## src/rtl/pipe_stage_skid.sv

```systemverilog
// Pipeline-stage register with valid/ready handshake, flush and a NOP-gated control field.
// Define PIPE_STAGE_SKID_EN to add a second (skid) entry and a registered in_ready.
module pipe_stage_skid #(
  parameter int CTRL_W = 7,
  parameter int DATA_W = 201
) (
  input  logic              clk,
  input  logic              rst,
  input  logic              flush,
  input  logic              in_valid,
  output logic              in_ready,
  input  logic [CTRL_W-1:0] in_ctrl,
  input  logic [DATA_W-1:0] in_data,
  output logic              out_valid,
  input  logic              out_ready,
  output logic [CTRL_W-1:0] out_ctrl,
  output logic [DATA_W-1:0] out_data,
  output logic [1:0]        occupancy
);

  typedef enum logic [1:0] {
    EMPTY = 2'd0,
    FULL  = 2'd1,
    SKID  = 2'd2
  } state_t;

  state_t state, state_nxt;

  logic              in_beat;
  logic              out_beat;
  logic [CTRL_W-1:0] main_ctrl;
  logic [DATA_W-1:0] main_data;
`ifdef PIPE_STAGE_SKID_EN
  logic [CTRL_W-1:0] skid_ctrl;
  logic [DATA_W-1:0] skid_data;
`endif

  assign in_beat  = in_valid && in_ready;
  assign out_beat = out_valid && out_ready;

  // NOTE: sequential state is updated with <= so every register samples pre-edge values.
  always_ff @(posedge clk) begin
    if (rst) state <= EMPTY;
    else     state <= state_nxt;
  end

  always_comb begin
    // NOTE: default assignment first, so no path through this block can infer a latch.
    state_nxt = state;
    if (flush) begin
      state_nxt = EMPTY;
    end else begin
      case (state)
        EMPTY: if (in_beat) state_nxt = FULL;
        FULL: begin
          if (!in_beat && out_beat) state_nxt = EMPTY;
`ifdef PIPE_STAGE_SKID_EN
          else if (in_beat && !out_beat) state_nxt = SKID;
`endif
        end
`ifdef PIPE_STAGE_SKID_EN
        SKID: if (out_beat) state_nxt = FULL;
`endif
        default: state_nxt = EMPTY;
      endcase
    end
  end

  always_comb begin
    out_valid = (state != EMPTY);
    case (state)
      FULL:    occupancy = 2'd1;
      SKID:    occupancy = 2'd2;
      default: occupancy = 2'd0;
    endcase
`ifdef PIPE_STAGE_SKID_EN
    // Derived only from the state register: no combinational out_ready -> in_ready path.
    in_ready = (state != SKID);
`else
    in_ready = !out_valid || out_ready;
`endif
    out_ctrl = out_valid ? main_ctrl : '0;
    out_data = main_data;
  end

  // NOTE: these are plain registers rather than a memory array, so clearing them on
  // reset/flush is cheap and gives the required zero out_data after invalidation.
  always_ff @(posedge clk) begin
    if (rst || flush) begin
      main_ctrl <= '0;
      main_data <= '0;
`ifdef PIPE_STAGE_SKID_EN
      skid_ctrl <= '0;
      skid_data <= '0;
`endif
    end else begin
      case (state)
        EMPTY: begin
          if (in_beat) begin
            main_ctrl <= in_ctrl;
            main_data <= in_data;
          end
        end
        FULL: begin
          if (in_beat && out_beat) begin
            main_ctrl <= in_ctrl;
            main_data <= in_data;
          end
`ifdef PIPE_STAGE_SKID_EN
          else if (in_beat) begin
            skid_ctrl <= in_ctrl;
            skid_data <= in_data;
          end
`endif
        end
`ifdef PIPE_STAGE_SKID_EN
        SKID: begin
          if (out_beat) begin
            main_ctrl <= skid_ctrl;
            main_data <= skid_data;
          end
        end
`endif
        default: ;
      endcase
    end
  end

endmodule

```

## config.mk

```make
export PLATFORM = sky130hd
export DESIGN_NAME = pipe_stage_skid
export DESIGN_NICKNAME = d
export VERILOG_FILES = /design/src/rtl/pipe_stage_skid.sv
export SDC_FILE = /design/constraint.sdc
export NUM_CORES = 1
export LEC_CHECK = 0
export BUFFER_PORTS_ARGS = -buffer_cell sky130_fd_sc_hd__buf_4
export CAP_MARGIN = 0
export CORE_AREA = 8 8 158 160
export DETAILED_ROUTE_END_ITERATION = 6
export DIE_AREA = 0 0 166 168
export PLACE_DENSITY = 0.67
export SETUP_SLACK_MARGIN = 0.4
export SYNTH_ARGS = -nofsm -noshare
export SYNTH_HDL_FRONTEND = slang
export SYNTH_SLANG_ARGS = --single-unit
```

## constraint.sdc

```tcl
create_clock -name clk -period 3.3 [get_ports clk]
set_clock_uncertainty 0.05 [all_clocks]
set_input_delay 0.495 -clock clk [delete_from_list [all_inputs] [get_ports clk]]
set_output_delay 0.495 -clock clk [all_outputs]
set_load 0.05 [all_outputs]
```

==> results.yml, run 1 <==
layout:
  syn2layout_area_growth_pct: 42.1
  register_area_um2: 4180
  layout_commonest_cell: "buf_4"
  finalNetCount: 1516
  num_antenna_cells: 0
  final_layout_size_suffix_gt1_share_pct: 35.8
  fillers: 2120
  multiInputGateArea_um2: 3720
  layout_common_cells: "buf_4 (424), dfxtp_1 (209), nand3_1 (208)"
  fin_area_um2: 12400
setup_path:
  required_ns: 2.75
  end_kind: "primary output"
  crit_fanout: 73
  crit_arrival_ns: 1.87
  r2r_start: "state[0]"
  r2r_cells: 6
  cp-startpoint: "state[0]"
  critical_path_class: "reg -> out"
  crit_path_start_kind: "register"
clock_tree:
  htreeDepth: 1
  clkTransAtPathRegs_ns: 0.06
  cts_setup_buffers: 0
  clockBufferDepth: 3
  hold_buffers: 0
  clkLatencyLatePin_ns: 0.50
  ctsRootBufferMaster: "clkbuf_16"
  numCtsBuffers: 24
  clock_sinks: 209
  cts_resized: 0
  tritoncts: "yes"
pwr:
  ir_drop_mv: 0.321
  power_density_nw_per_um2: 509
  leakagePower_nw: 5.22
placement:
  hpwlAfterDp_mm: 20.7
  gp_congestion: 0.765
  io_buffers: 423
  place_area_um2: 11600
global_route:
  grt_antenna_before_repair: 0
  track_usage_pct: 21.2
  grt_pass1_vias: 8353
  grt_overflow: 0
  grt_pass1_wl_mm: 48.8
  grt_max_degree: 210
synthesis:
  yosys.area_share.adder_pct: 0
  ys_types: 20
  yosysWarningCount: 0
  synthesis.instances: 963
  synth_xor_area_share_pct: 0
  synth_top_family_by_area: "compound AO/OA/AOI/OAI gates"
  muxShareOfSynthArea_pct: 0
  synth_compound_area_share_pct: 29.9
  yosys_most_used_dff: "dfxtp_1"
  synth-async-reset-ratio_pct: 0
  syn-num-nets: 1176
  ys_ff_latch: 209
  ys_seq_area_share_pct: 48.0
  yosys.area_share.simple_pct: 12.6
  synth_edf_count: 0
  syn_area_um2: 8720
  syn_avg_cell_area_um2: 9.06
detailed_routing:
  drt-initial-drc-count: 704
  post_drt_via_cell_ratio: 5.34
  drc: 0
  dr.pass1.iters: 5
  drt_wl_total_mm: 31.8
  ant_nets: 0
  vias: 8549
  wl_per_cell_um: 19.8
timing:
  finalHoldViolations: 0
  finalCritPeriodShare_pct: 73.3
  setup_viol: 0
  max-slew-margin-rel_pct: 34.9
  period_minus_slack_ns: 2.42
  tns_ns: 0
  rsz0062_at_grt: "no"
  drv_slew: 0
  worstMarginPinSlew_ns: 0.976
  fmax_mhz: 413
floorplanning:
  num_rows: 55
  dieArea_um2: 27900
  fp.dieW_um: 166
  initial_core_util_pct: 39.0
  boundaryPins: 425
  coreArea_um2: 22400
  die-height_um: 168
worst_hold_path:
  hold_start: "in_data[75]"
  hold_class: "in -> reg"
  holdPathStages: 3
flow_run:
  maxCapViolCount: 0
outcome:
  outcome: "complete, no violations"
## routing by layer
metal  routed length (um)  GRT usage (%)
met2                14700           34.8
met4                 1110           7.98
met3                 3570           9.47
met1                12300           24.1
met5                    0              0
## stage by stage
stage          utilization (%)  hold slack [ns]  setup slack (ns)  cells  power [mW]
2_1_floorplan                -            0.398              1.39    963        3.28
5_1_grt                   55.4            0.174             0.792   1602        6.56
3_5_place_dp              51.8            0.415              1.32   1562        3.66
4_1_cts                   55.4            0.164             0.828   1602        6.40
6_report                  55.4            0.188             0.881   1602        6.31
3_3_place_gp              51.8            0.405              1.35   1562        3.65
## cells in the mapped netlist (2+ instances only)
cell,n,area share (%)
a21boi_0,64,5.5
a21boi_1,145,12
and2_1,7,0.50
buf_1,2,0.086
buf_12,2,0.46
buf_2,36,2.1
buf_4,5,0.43
buf_6,21,2.7
buf_8,9,1.5
clkbuf_1,31,1.3
clkbuf_2,11,0.63
dfxtp_1,209,48
nand3_1,208,12
o21ai_0,187,11
o21ai_1,21,1.2
## path summary, 6_finish.rpt
| kind | endpoint | slack, ns |
|---|---|---|
| max | in_ready | 0.88 |
| min reg2reg | out_data[56] | 0.42 |
| min | out_data[75] | 0.19 |
| max reg2reg | out_data[113] | 1.34 |
## final cells by class
type | count | share of cell area, %
sequential | 209 | 33.8
clock inverter | 8 | 0.959
tap | 285 | 2.88
multi-input combinational | 635 | 30.0
inverter | 2 | 0.121
clock buffer | 32 | 5.50
timing repair buffer | 431 | 26.7
## critical path: stages (launching register included)
cell and delay (ns):
dfxtp_1 0.30, buf_4 0.16, nor2b_4 0.15, inv_6 0.42, buf_4 0.31
## cells by family (layout without fill, tap and decap cells)
group / after synthesis / in the layout
simple gates: 217 / 217
compound gates: 417 / 417
buf+inv: 119 / 473
flops: 209 / 209
other cells: 1 / 1
## sequential cells by signal (all words and copies together), names as in the netlist
name       cells
main_ctrl      7
out_data     201
state          1
## where the power goes
| part | internal, mW | leakage [nW] | switching [mW] |
|---|---|---|---|
| clock | 1.67 | 0.397 | 1.03 |
| combinational | 0.375 | 3.12 | 0.583 |
| sequential | 2.61 | 1.70 | 0.0368 |
Note: power is estimated with default switching activity, not from simulation.
==> run 2, diff against run 1 <==
--- a/config.mk
+++ b/config.mk
@@ -10,7 +10,7 @@
 export CORE_AREA = 8 8 158 160
 export DETAILED_ROUTE_END_ITERATION = 6
 export DIE_AREA = 0 0 166 168
-export PLACE_DENSITY = 0.67
+export PLACE_DENSITY = 0.69
 export SETUP_SLACK_MARGIN = 0.4
 export SYNTH_ARGS = -nofsm -noshare
 export SYNTH_HDL_FRONTEND = slang
==> constraint.sdc (replaced) <==
create_clock -name clk -period 2 [get_ports clk]
set_clock_uncertainty 0.05 [all_clocks]
set_input_delay 0.3 -clock clk [delete_from_list [all_inputs] [get_ports clk]]
set_output_delay 0.3 -clock clk [all_outputs]
set_load 0.05 [all_outputs]
==> run 2 against run 1 <==
Sequential share of layout area down 4.4 points. Critical endpoint is now out_ctrl[1]. Utilization up 8.4 points. Register-to-register slack worse by 0.93 ns. Critical path type unchanged. Die area unchanged. Setup slack worse by 0.56 ns. First-iteration DRC count up 27%. Flip-flop and latch count unchanged. Critical path depth down 1.
==> results.yml, run 2 (synthesis results as in run 1) <==
outcome:
  outcome: "complete, no violations"
detailed_routing:
  wl_per_cell_um: 20.9
  dr.pass1.iters: 6
  drc: 0
  ant_nets: 0
  drt-initial-drc-count: 896
  drt_wl_total_mm: 36.9
  post_drt_via_cell_ratio: 5.40
  vias: 9559
placement:
  gp_congestion: 0.781
  place_area_um2: 11700
  dp.cells: 1566
  hpwlAfterDp_mm: 21.6
  io_buffers: 423
clock_tree:
  ctsRootBufferMaster: "clkbuf_16"
  htreeDepth: 1
  numCtsBuffers: 24
  clockBufferDepth: 3
  clock_sinks: 209
  tritoncts: "yes"
  clkTransAtPathRegs_ns: 0.06
  clkLatencyLatePin_ns: 0.50
setup_path:
  critical_path_class: "reg -> out"
  cpPeakStageDelay_ns: 0.34
  path_cells: "buf_8 > and2_1 > buf_6"
  end_kind: "primary output"
  crit_path_start_kind: "register"
  crit_fanout: 9
  critPathSlowestCell: "dfxtp_2"
  crit_arrival_ns: 1.33
  required_ns: 1.65
timing:
  whs_ns: 0.0171
  drv_slew: 0
  finalHoldViolations: 0
  finalCritPeriodShare_pct: 84.0
  fmax_mhz: 595
  rsz0062_at_grt: "yes"
  max-slew-margin-rel_pct: 63.3
  period_minus_slack_ns: 1.68
  worstMarginPinSlew_ns: 0.551
  tns_ns: 0
  setup_viol: 0
global_route:
  grt_overflow: 0
  grt_pass1_wl_mm: 54.4
  grt_pass1_vias: 9575
  grt_antenna_before_repair: 0
  grt_max_degree: 114
  track_usage_pct: 23.8
layout:
  layout_commonest_cell: "buf_4"
  fin_area_um2: 14300
  num_antenna_cells: 0
  layout_common_cells: "buf_4 (418), nand3_1 (208), dfxtp_1 (208)"
  largest_register_ff_count: 201
  register_area_um2: 4190
  multiInputGateArea_um2: 3720
  fillers: 1818
  final_cells: 1771
  syn2layout_area_growth_pct: 63.6
  finalNetCount: 1682
  final_layout_size_suffix_gt1_share_pct: 33.0
floorplanning:
  coreArea_um2: 22400
  die-height_um: 168
  dieArea_um2: 27900
  num_rows: 55
  boundaryPins: 425
  fp.dieW_um: 166
  initial_core_util_pct: 39.0
pwr:
  ir_drop_mv: 0.561
  leakagePower_nw: 6.01
  power_density_nw_per_um2: 751
  design_power_total_mw: 10.7
worst_hold_path:
  hold_class: "in -> reg"
flow_run:
  maxCapViolCount: 0
run 2: cell count changes in the layout (fill, tap and decap cells not counted), moves of 3 or more:
cell | before | now
buf_16 | 0 | 5
buf_4 | 424 | 418
clkbuf_16 | 25 | 30
buf_8 | 0 | 4
clkbuf_1 | 4 | 7
buf_6 | 1 | 9
dlygate4sd3_1 | 0 | 148
run 2: what timing repair did:
item,CTS,global route
setup buffers,5,0
gates cloned,3,6
endpoints found under the hold margin,148,0
endpoints found under the setup margin,137,185
hold buffers,148,0
pin swaps,0,1
resized for setup,15,7
run 2: worst max-delay path, delay by kind of cell (launching register included):
family                 cells  cell delay, ns
buffers and inverters      2            0.32
flip-flops                 1            0.34
AND/OR/NAND/NOR            1            0.17
run 2: per-stage QoR:
step,util (%),setup slack [ns]
2_1_floorplan,-,0.499
3_3_place_gp,52.2,0.306
3_5_place_dp,52.2,0.257
4_1_cts,63.0,0.296
5_1_grt,63.8,0.272
6_report,63.8,0.319
run 2: path summary, 6_finish.rpt:
kind	end	depth (start not counted)	slack, ns	start
setup reg to reg	out_data[29]	5	0.41	state[0]
hold / removal	out_data[198]	3	0.02	in_data[198]
setup / recovery	out_ctrl[1]	3	0.32	state[0]
hold reg to reg	main_ctrl[6]	2	0.42	main_ctrl[6]
run 2: report_power, final:
group | internal, mW | switching, mW
clock | 2.70 | 1.73
combinational | 0.848 | 1.07
sequential | 4.30 | 0.0656
total | 7.84 | 2.87
run 2: routing by layer:
| layer | vias up | track usage (%) | wire (um) |
|---|---|---|---|
| met5 | - | 0 | 0 |
| met4 | 0 | 10.8 | 1610 |
| met2 | 459 | 39.5 | 17300 |
| li1 | 4449 | - | - |
| met1 | 4561 | 26.6 | 14100 |
| met3 | 90 | 9.33 | 3870 |
run 2: area by class of cell:
| type | count | area share, % |
|---|---|---|
| Clock buffer | 36 | 4.95 |
| Clock inverter | 7 | 0.640 |
| Inverter | 2 | 0.158 |
| Multi-Input combinational cell | 635 | 26.1 |
| Sequential cell | 209 | 29.3 |
| Tap cell | 285 | 2.50 |
| Timing Repair Buffer | 595 | 36.2 |
| Timing Repair inverter | 2 | 0.123 |
